[src/rtl/seg_scan_decoder_pkg.sv]
// seg_pkg: shared constants for the seven-segment scan reader.
//   SEG_0..SEG_9, SEG_BLANK : segment codes {a,b,c,d,e,f,g}, a = bit 6
//   BCD_INVALID             : nibble reported for blank / undecodable digits
//   SEG_W                   : width of seg_in (8 with SEG_SCAN_DP_EN, else 7)
//   frame_state_e           : frame assembler states COLLECT / PUBLISH
package seg_pkg;

  localparam logic [6:0] SEG_0     = 7'h7E;
  localparam logic [6:0] SEG_1     = 7'h30;
  localparam logic [6:0] SEG_2     = 7'h6D;
  localparam logic [6:0] SEG_3     = 7'h79;
  localparam logic [6:0] SEG_4     = 7'h33;
  localparam logic [6:0] SEG_5     = 7'h5B;
  localparam logic [6:0] SEG_6     = 7'h5F;
  localparam logic [6:0] SEG_7     = 7'h70;
  localparam logic [6:0] SEG_8     = 7'h7F;
  localparam logic [6:0] SEG_9     = 7'h7B;
  localparam logic [6:0] SEG_BLANK = 7'h00;

  localparam logic [3:0] BCD_INVALID = 4'hF;

`ifdef SEG_SCAN_DP_EN
  localparam int SEG_W = 8;
`else
  localparam int SEG_W = 7;
`endif

  typedef enum logic {
    COLLECT = 1'b0,
    PUBLISH = 1'b1
  } frame_state_e;

endpackage

[src/rtl/seg_scan_decoder_if.sv]
// seg_scan_decoder_if: display bus in, decoded frame out.
//   seg_in      : segment lines (bit 7 = decimal point when SEG_SCAN_DP_EN)
//   dig_sel     : one-hot digit strobes
//   frame_valid : one-cycle pulse, new frame on bcd_out/blank_mask/err_mask
//   bcd_out     : digit i at [4i+3:4i]
//   blank_mask  : digit i was blank
//   err_mask    : digit i was undecodable
//   sync_lost   : no capture for TIMEOUT_CYCLES
//   dp_mask     : decimal points per digit (SEG_SCAN_DP_EN only)
// master = display side / observer, slave = the reader.
interface seg_scan_decoder_if
  import seg_pkg::*;
#(
  parameter int N_DIGITS = 4
);
  logic [SEG_W-1:0]      seg_in;
  logic [N_DIGITS-1:0]   dig_sel;
  logic                  frame_valid;
  logic [4*N_DIGITS-1:0] bcd_out;
  logic [N_DIGITS-1:0]   blank_mask;
  logic [N_DIGITS-1:0]   err_mask;
  logic                  sync_lost;
`ifdef SEG_SCAN_DP_EN
  logic [N_DIGITS-1:0]   dp_mask;

  modport master (output seg_in, dig_sel,
                  input  frame_valid, bcd_out, blank_mask, err_mask, sync_lost, dp_mask);
  modport slave  (input  seg_in, dig_sel,
                  output frame_valid, bcd_out, blank_mask, err_mask, sync_lost, dp_mask);
`else
  modport master (output seg_in, dig_sel,
                  input  frame_valid, bcd_out, blank_mask, err_mask, sync_lost);
  modport slave  (input  seg_in, dig_sel,
                  output frame_valid, bcd_out, blank_mask, err_mask, sync_lost);
`endif
endinterface

[src/rtl/seg_scan_decoder_decode.sv]
// seg_pattern_decode: combinational seven-segment -> BCD decoder.
//   seg_i   : {a,b,c,d,e,f,g}, a = bit 6
//   bcd_o   : decoded digit, BCD_INVALID for blank or unknown patterns
//   blank_o : pattern was all-off
//   err_o   : pattern is not a recognised digit
module seg_pattern_decode
  import seg_pkg::*;
(
  input  logic [6:0] seg_i,
  output logic [3:0] bcd_o,
  output logic       blank_o,
  output logic       err_o
);
  always_comb begin
    bcd_o   = BCD_INVALID;
    blank_o = 1'b0;
    err_o   = 1'b0;
    case (seg_i)
      SEG_0:     bcd_o = 4'd0;
      SEG_1:     bcd_o = 4'd1;
      SEG_2:     bcd_o = 4'd2;
      SEG_3:     bcd_o = 4'd3;
      SEG_4:     bcd_o = 4'd4;
      SEG_5:     bcd_o = 4'd5;
      SEG_6:     bcd_o = 4'd6;
      SEG_7:     bcd_o = 4'd7;
      SEG_8:     bcd_o = 4'd8;
      SEG_9:     bcd_o = 4'd9;
      SEG_BLANK: blank_o = 1'b1;
      default:   err_o = 1'b1;
    endcase
  end
endmodule

[src/rtl/seg_scan_decoder.sv]
// seg_scan_decoder: reads a multiplexed seven-segment display bus, waits for
// each digit to be stable, decodes it and publishes one full scan as a frame.
//   clk, rst : clock, synchronous active-high reset
//   bus      : seg_scan_decoder_if.slave (segment/strobe inputs, frame outputs)
// Optional: SEG_SCAN_DP_EN adds the decimal point (seg_in bit 7) and dp_mask.
module seg_scan_decoder
  import seg_pkg::*;
#(
  parameter int N_DIGITS       = 4,
  parameter int STABLE_CYCLES  = 4,
  parameter int TIMEOUT_CYCLES = 1024
)(
  input  logic               clk,
  input  logic               rst,
  seg_scan_decoder_if.slave  bus
);
  localparam int SW = N_DIGITS + SEG_W;
  localparam int CW = $clog2(STABLE_CYCLES + 1);
  localparam int TW = $clog2(TIMEOUT_CYCLES + 1);
  localparam int IW = (N_DIGITS > 1) ? $clog2(N_DIGITS) : 1;
  localparam logic [CW-1:0] CNT_SAT = CW'(STABLE_CYCLES);
  localparam logic [CW-1:0] CNT_CAP = CW'(STABLE_CYCLES - 1);
  localparam logic [TW-1:0] TO_MAX  = TW'(TIMEOUT_CYCLES);

  logic [SW-1:0]         samp_q;
  logic [CW-1:0]         cnt_q, cnt_d;
  logic [TW-1:0]         to_cnt_q, to_cnt_d;
  frame_state_e          state_q, state_d;
  logic [N_DIGITS-1:0]   captured_q, captured_d;
  logic [4*N_DIGITS-1:0] bcd_slot_q;
  logic [N_DIGITS-1:0]   blank_slot_q, err_slot_q;
  logic                  frame_valid_q, sync_lost_q, sync_lost_d;
  logic [4*N_DIGITS-1:0] bcd_out_q;
  logic [N_DIGITS-1:0]   blank_mask_q, err_mask_q;

  logic [SW-1:0]       incoming;
  logic [N_DIGITS-1:0] samp_dig, fresh;
  logic [SEG_W-1:0]    samp_seg;
  logic                same, onehot, cap, publish;
  logic [IW-1:0]       cap_idx;
  logic [3:0]          dec_bcd;
  logic                dec_blank, dec_err;

  assign incoming = {bus.dig_sel, bus.seg_in};
  assign samp_dig = samp_q[SW-1:SEG_W];
  assign samp_seg = samp_q[SEG_W-1:0];
  assign same     = (incoming == samp_q);
  assign onehot   = (samp_dig != '0) && ((samp_dig & (samp_dig - 1'b1)) == '0);
  // cnt saturates at STABLE_CYCLES, so the CNT_CAP match fires once per dwell
  assign cap      = same && (cnt_q == CNT_CAP) && onehot;

  seg_pattern_decode u_dec (
    .seg_i   (samp_seg[6:0]),
    .bcd_o   (dec_bcd),
    .blank_o (dec_blank),
    .err_o   (dec_err)
  );

  always_comb begin
    cap_idx = '0;
    for (int unsigned i = 0; i < N_DIGITS; i++)
      if (samp_dig[i]) cap_idx = IW'(i);
  end

  always_comb begin
    cnt_d = cnt_q;
    if (!same)               cnt_d = CW'(1);
    else if (cnt_q != CNT_SAT) cnt_d = cnt_q + 1'b1;
    to_cnt_d = to_cnt_q;
    if (cap)                 to_cnt_d = '0;
    else if (to_cnt_q != TO_MAX) to_cnt_d = to_cnt_q + 1'b1;
    sync_lost_d = (to_cnt_d == TO_MAX);
  end

  // Frame assembler: a repeated digit restarts the scan; a capture on the
  // PUBLISH edge seeds the next frame's mask.
  always_comb begin
    publish = 1'b0;
    fresh   = captured_q;
    case (state_q)
      COLLECT: if (cap) fresh = ((captured_q & samp_dig) != '0) ? samp_dig
                                                                 : (captured_q | samp_dig);
      PUBLISH: begin
        publish = 1'b1;
        fresh   = cap ? samp_dig : '0;
      end
      default: fresh = '0;
    endcase
    captured_d = fresh;
    state_d    = (cap && (&fresh)) ? PUBLISH : COLLECT;
    if (sync_lost_d) captured_d = '0;
  end

  always_ff @(posedge clk) begin
    if (rst) begin
      state_q    <= COLLECT;
      captured_q <= '0;
    end else begin
      state_q    <= state_d;
      captured_q <= captured_d;
    end
  end

  always_ff @(posedge clk) begin
    if (rst) begin
      samp_q        <= '0;
      cnt_q         <= '0;
      to_cnt_q      <= '0;
      bcd_slot_q    <= '0;
      blank_slot_q  <= '0;
      err_slot_q    <= '0;
      frame_valid_q <= 1'b0;
      sync_lost_q   <= 1'b0;
      bcd_out_q     <= '0;
      blank_mask_q  <= '0;
      err_mask_q    <= '0;
    end else begin
      samp_q        <= incoming;
      cnt_q         <= cnt_d;
      to_cnt_q      <= to_cnt_d;
      sync_lost_q   <= sync_lost_d;
      frame_valid_q <= publish;
      if (cap) begin
        bcd_slot_q[4*cap_idx +: 4] <= dec_bcd;
        blank_slot_q[cap_idx]      <= dec_blank;
        err_slot_q[cap_idx]        <= dec_err;
      end
      if (publish) begin
        bcd_out_q    <= bcd_slot_q;
        blank_mask_q <= blank_slot_q;
        err_mask_q   <= err_slot_q;
      end
    end
  end

`ifdef SEG_SCAN_DP_EN
  logic [N_DIGITS-1:0] dp_slot_q, dp_mask_q;
  always_ff @(posedge clk) begin
    if (rst) begin
      dp_slot_q <= '0;
      dp_mask_q <= '0;
    end else begin
      if (cap)     dp_slot_q[cap_idx] <= samp_seg[7];
      if (publish) dp_mask_q <= dp_slot_q;
    end
  end
  assign bus.dp_mask = dp_mask_q;
`endif

  assign bus.frame_valid = frame_valid_q;
  assign bus.bcd_out     = bcd_out_q;
  assign bus.blank_mask  = blank_mask_q;
  assign bus.err_mask    = err_mask_q;
  assign bus.sync_lost   = sync_lost_q;
endmodule

[src/flat_wrapper.sv]
// flat-port wrapper written by rule: the top's interface ports become plain ports
module seg_scan_decoder_flat import seg_pkg::*;
#(
  parameter int N_DIGITS       = 4,
  parameter int STABLE_CYCLES  = 4,
  parameter int TIMEOUT_CYCLES = 1024
)
  (clk, rst, bus_seg_in, bus_dig_sel, bus_frame_valid, bus_bcd_out, bus_blank_mask, bus_err_mask, bus_sync_lost);
  seg_scan_decoder_if #(.N_DIGITS(N_DIGITS)) bus_i ();
  input  logic clk;
  input  logic rst;
  input wire logic [$bits(bus_i.seg_in)-1:0] bus_seg_in;
  input wire logic [$bits(bus_i.dig_sel)-1:0] bus_dig_sel;
  output wire logic [$bits(bus_i.frame_valid)-1:0] bus_frame_valid;
  output wire logic [$bits(bus_i.bcd_out)-1:0] bus_bcd_out;
  output wire logic [$bits(bus_i.blank_mask)-1:0] bus_blank_mask;
  output wire logic [$bits(bus_i.err_mask)-1:0] bus_err_mask;
  output wire logic [$bits(bus_i.sync_lost)-1:0] bus_sync_lost;
  assign bus_i.seg_in = bus_seg_in;
  assign bus_i.dig_sel = bus_dig_sel;
  assign bus_frame_valid = bus_i.frame_valid;
  assign bus_bcd_out = bus_i.bcd_out;
  assign bus_blank_mask = bus_i.blank_mask;
  assign bus_err_mask = bus_i.err_mask;
  assign bus_sync_lost = bus_i.sync_lost;
  seg_scan_decoder #(.N_DIGITS(N_DIGITS), .STABLE_CYCLES(STABLE_CYCLES), .TIMEOUT_CYCLES(TIMEOUT_CYCLES)) u_core (.clk(clk), .rst(rst), .bus(bus_i));
endmodule
[config.mk]
export PLATFORM = sky130hd
export DESIGN_NAME = seg_scan_decoder_flat
export DESIGN_NICKNAME = d
export VERILOG_FILES = /design/src/rtl/seg_scan_decoder_pkg.sv /design/src/rtl/seg_scan_decoder_if.sv /design/src/rtl/seg_scan_decoder_decode.sv /design/src/rtl/seg_scan_decoder.sv /design/src/flat_wrapper.sv
export SDC_FILE = /design/constraint.sdc
export NUM_CORES = 1
export LEC_CHECK = 0
export ABC_CLOCK_PERIOD_IN_PS = 4900
export BUFFER_PORTS_ARGS = -buffer_cell sky130_fd_sc_hd__buf_2
export CORE_ASPECT_RATIO = 1.1
export CORE_MARGIN = 3
export CORE_UTILIZATION = 55
export DETAILED_ROUTE_END_ITERATION = 6
export GPL_TIMING_DRIVEN = 0
export PLACE_DENSITY_LB_ADDON = 0.1
export SLEW_MARGIN = 20
export SYNTH_ARGS = -nofsm -noshare
export SYNTH_HDL_FRONTEND = slang
export SYNTH_SLANG_ARGS = --single-unit
[constraint.sdc]
create_clock -name clk -period 4.9 [get_ports clk]
set_input_delay 0.98 -clock clk [delete_from_list [all_inputs] [get_ports clk]]
set_output_delay 0.98 -clock clk [all_outputs]
set_load 0.005 [all_outputs]
==> flow_metrics.py <==
metrics = {
    "setup_path": {
        "path_buf_inv": 1,
        "arrival_ns": 2.89,
        "cp_data_required_time_ns": 5.18,
        "crit_family": "simple AND/OR/NAND/NOR gates",
        "path_class": "input port to register",
        "cp-end-kind": "register",
        "startpoint_type": "input port",
        "cp_max_fo": 9,
        "slowest_stage": "nor4_4",
        "worstPathCellList": "buf_2, xnor2_1, nand4_1, nor4_4, nand2_4, or4_1, o21ai_1",
        "max_stage_delay_ns": 0.62,
    },
    "synth": {
        "synthesis.area_um2": 3800,
        "synthTopCellsByCount": "dfxtp_1, nor2_1, nand2_1",
        "ys_seq_area_share_pct": 42.1,
        "syn_area_per_cell_um2": 8.97,
        "synth_top_cell_by_area": "dfxtp_1",
        "synth_ff_type": "dfxtp_1",
        "syn_nets": 449,
        "ys_async_sr_fraction_pct": 0,
        "syn_inst": 424,
        "yosys.area.top_type_share_pct": 42.1,
        "synth_area_leaders": "dfxtp_1, mux2i_1, nor2_1, xnor2_1, ha_1",
        "yosysMostFrequentCell": "dfxtp_1",
        "synth_edf_count": 0,
        "yosys.cell_types.count": 55,
        "yosys_warnings": 0,
        "synth_seq_cells": 80,
    },
    "routing": {
        "wl_um": 7810,
        "postRouteAntennaNets": 0,
        "drc": 0,
        "drtIter0Drc": 154,
        "wl_per_cell_um": 13.9,
        "viasPerCell": 5.49,
        "vias": 3074,
        "dr.pass1.iters": 4,
    },
    "pwr": {
        "p_comb_share_pct": 8.0,
        "p_clk_share_pct": 40.7,
        "p_int_mw": 0.985,
        "sw_frac_of_total_pct": 23.6,
        "peakVddDrop_mv": 0.169,
        "switchingPower_mw": 0.304,
        "power_density_nw_per_um2": 299,
        "power_mw": 1.29,
        "p_seq_share_pct": 51.3,
        "p_leak_nw": 1.61,
    },
    "floorplan": {
        "rows": 31,
        "start_util_pct": 57.3,
        "die_w_um": 85.3,
        "die_area_um2": 7950,
        "fp.dieH_um": 93.2,
        "core-area_um2": 6630,
        "io_pins": 39,
    },
    "global_routing": {
        "grt_usage_pct": 20.5,
        "grt_overflow_total": 0,
        "grt_first_pass_wirelength_um": 13200,
        "grt.busiest_layer": "met2",
        "antenna_found_initial": 0,
        "grt_pass1_vias": 2891,
        "grt_util_met3_pct": 4.14,
        "met2_usage_pct": 35.9,
        "grt_max_degree": 15,
        "gr-usage-met1_pct": 24.7,
    },
    "sta": {
        "layout_min_cycle_time_ns": 2.61,
        "relSlewSlack_pct": 47.7,
        "finalClockSkew_ns": 0.00701,
        "worst_pin_slew_ns": 0.784,
        "setup_viol": 0,
        "rsz0062_at_grt": "false",
        "fmax_mhz": 383,
        "finalHoldViolations": 0,
        "slew_viol_final": 0,
        "setup_tns_ns": 0,
        "final.period_utilization_pct": 53.3,
        "holdWs_ns": 0.458,
    },
    "outcome": {
        "outcome": "finished clean",
    },
    "clock_tree": {
        "cts-htree-levels": 3,
        "cts_buffers": 9,
        "clock_latency_ns": 0.34,
        "clock-sinks": 80,
        "cts_hold_buf": 0,
        "cts_buffer_depth": 2,
        "cts.clk_slew.worst_paths_ns": 0.08,
        "cts_root_buf": "clkbuf_8",
        "cts_setup_buffers": 0,
        "ctsResizeCount": 0,
        "cts_tree": "done",
    },
    "min_path": {
        "hold_class": "register to register",
    },
    "flow_run": {
        "max_cap_viol_count": 0,
    },
    "place": {
        "io_buffers": 38,
        "place_congestion": 0.847,
        "place_hpwl_um": 5770,
        "place_area_um2": 4100,
    },
    "cells_and_area": {
        "diodes": 0,
        "nets": 498,
        "layout-drive-gt1-share_pct": 16.1,
        "final_core_util_pct": 65.0,
        "syn2layout_area_growth_pct": 13.5,
        "final_area_um2": 4310,
    },
}
[placed cells by master, fill, tap and decap left out, types with 6 or more instances in the layout]
cell type / netlist / layout
a21oi_1: 15 / 15
buf_2: 7 / 45
clkbuf_1: 21 / 21
clkbuf_8: 0 / 9
dfxtp_1: 80 / 80
ha_1: 12 / 12
inv_1: 14 / 14
mux2i_1: 24 / 24
nand2_1: 26 / 26
nand2b_1: 6 / 6
nand3_1: 14 / 14
nand3b_1: 17 / 17
nand4_1: 7 / 7
nor2_1: 49 / 49
nor2b_1: 16 / 16
o21ai_0: 12 / 12
or3_1: 6 / 6
or4_1: 6 / 6
xnor2_1: 19 / 19
[worst reg2reg max path: cells and delay by family, from the launching register on]
| family | cells | cell delay (ns) |
|---|---|---|
| and+or+nand+nor | 1 | 0.41 |
| AOI/OAI and AO/OA | 5 | 1.18 |
| buffers and inverters | 1 | 0.34 |
| DFF | 1 | 0.36 |
[flip-flops by register name, summed over array words and instances, names as in the netlist]
register                count
u_core.bus.blank_mask       4
u_core.err_slot_q           4
u_core.captured_q           4
u_core.to_cnt_q            11
u_core.cnt_q                3
u_core.state_q              1
u_core.bus.frame_valid      1
u_core.bus.err_mask         4
u_core.bcd_slot_q          16
u_core.blank_slot_q         4
u_core.samp_q              11
u_core.bus.sync_lost        1
u_core.bus.bcd_out         16
[per-layer routing]
layer,wire (um),vias to the layer above
li1,-,1572
met1,3500,1440
met2,3920,55
met3,294,7
met4,93,0
met5,0,-
[through the flow]
stage,instances,worst slack (ns)
floorplan,424,2.30
global placement,544,1.92
detailed placement,544,1.92
CTS,560,2.28
global route,560,2.08
finish,560,2.29
[worst paths after layout]
kind	startpoint	end	slack, ns	depth (start not counted)
worst max-delay path	bus_seg_in[0]	u_core.bcd_slot_q[15]$_SDFFE_PP0P_	2.29	7
worst min-delay path	u_core.blank_slot_q[2]$_SDFFE_PP0P_	u_core.blank_slot_q[2]$_SDFFE_PP0P_	0.46	2
worst max register to register	u_core.samp_q[2]$_SDFF_PP0_	u_core.bcd_slot_q[0]$_SDFFE_PP0P_	2.46	7
worst min register to register	u_core.blank_slot_q[2]$_SDFFE_PP0P_	u_core.blank_slot_q[2]$_SDFFE_PP0P_	0.46	2
[kinds of logic (layout without fill, tap and decap cells)]
kind of cell / after synthesis / count (layout) / share of synthesized area (%)
flops: 80 / 80 / 42.1
mux: 26 / 26 / 6.91
xor+xnor: 24 / 24 / 5.92
buf+inv: 44 / 98 / 4.77
fa+ha+maj: 12 / 12 / 3.95
compound gates: 61 / 61 / 10.4
simple gates: 177 / 177 / 26.0
[area by class of cell]
cell class,instances,area [um^2]
buffer,30,129
clock buffer,9,124
clock inverter,7,95.1
fill,591,2320
inverter,14,52.6
multi-input combinational,300,2020
sequential,80,1600
tap,82,103
timing repair buffer,38,190
[power groups by stage]
stage	Combinational (mW)	Clock, mW	Sequential [mW]
after CTS	0.104	0.538	0.661
after detailed placement	0.104	0	0.676
after global routing	0.116	0.563	0.661
after floorplan	0.0767	0	0.675
final	0.103	0.525	0.661
after global placement	0.100	0	0.676
(Power assumes the default switching activity.)
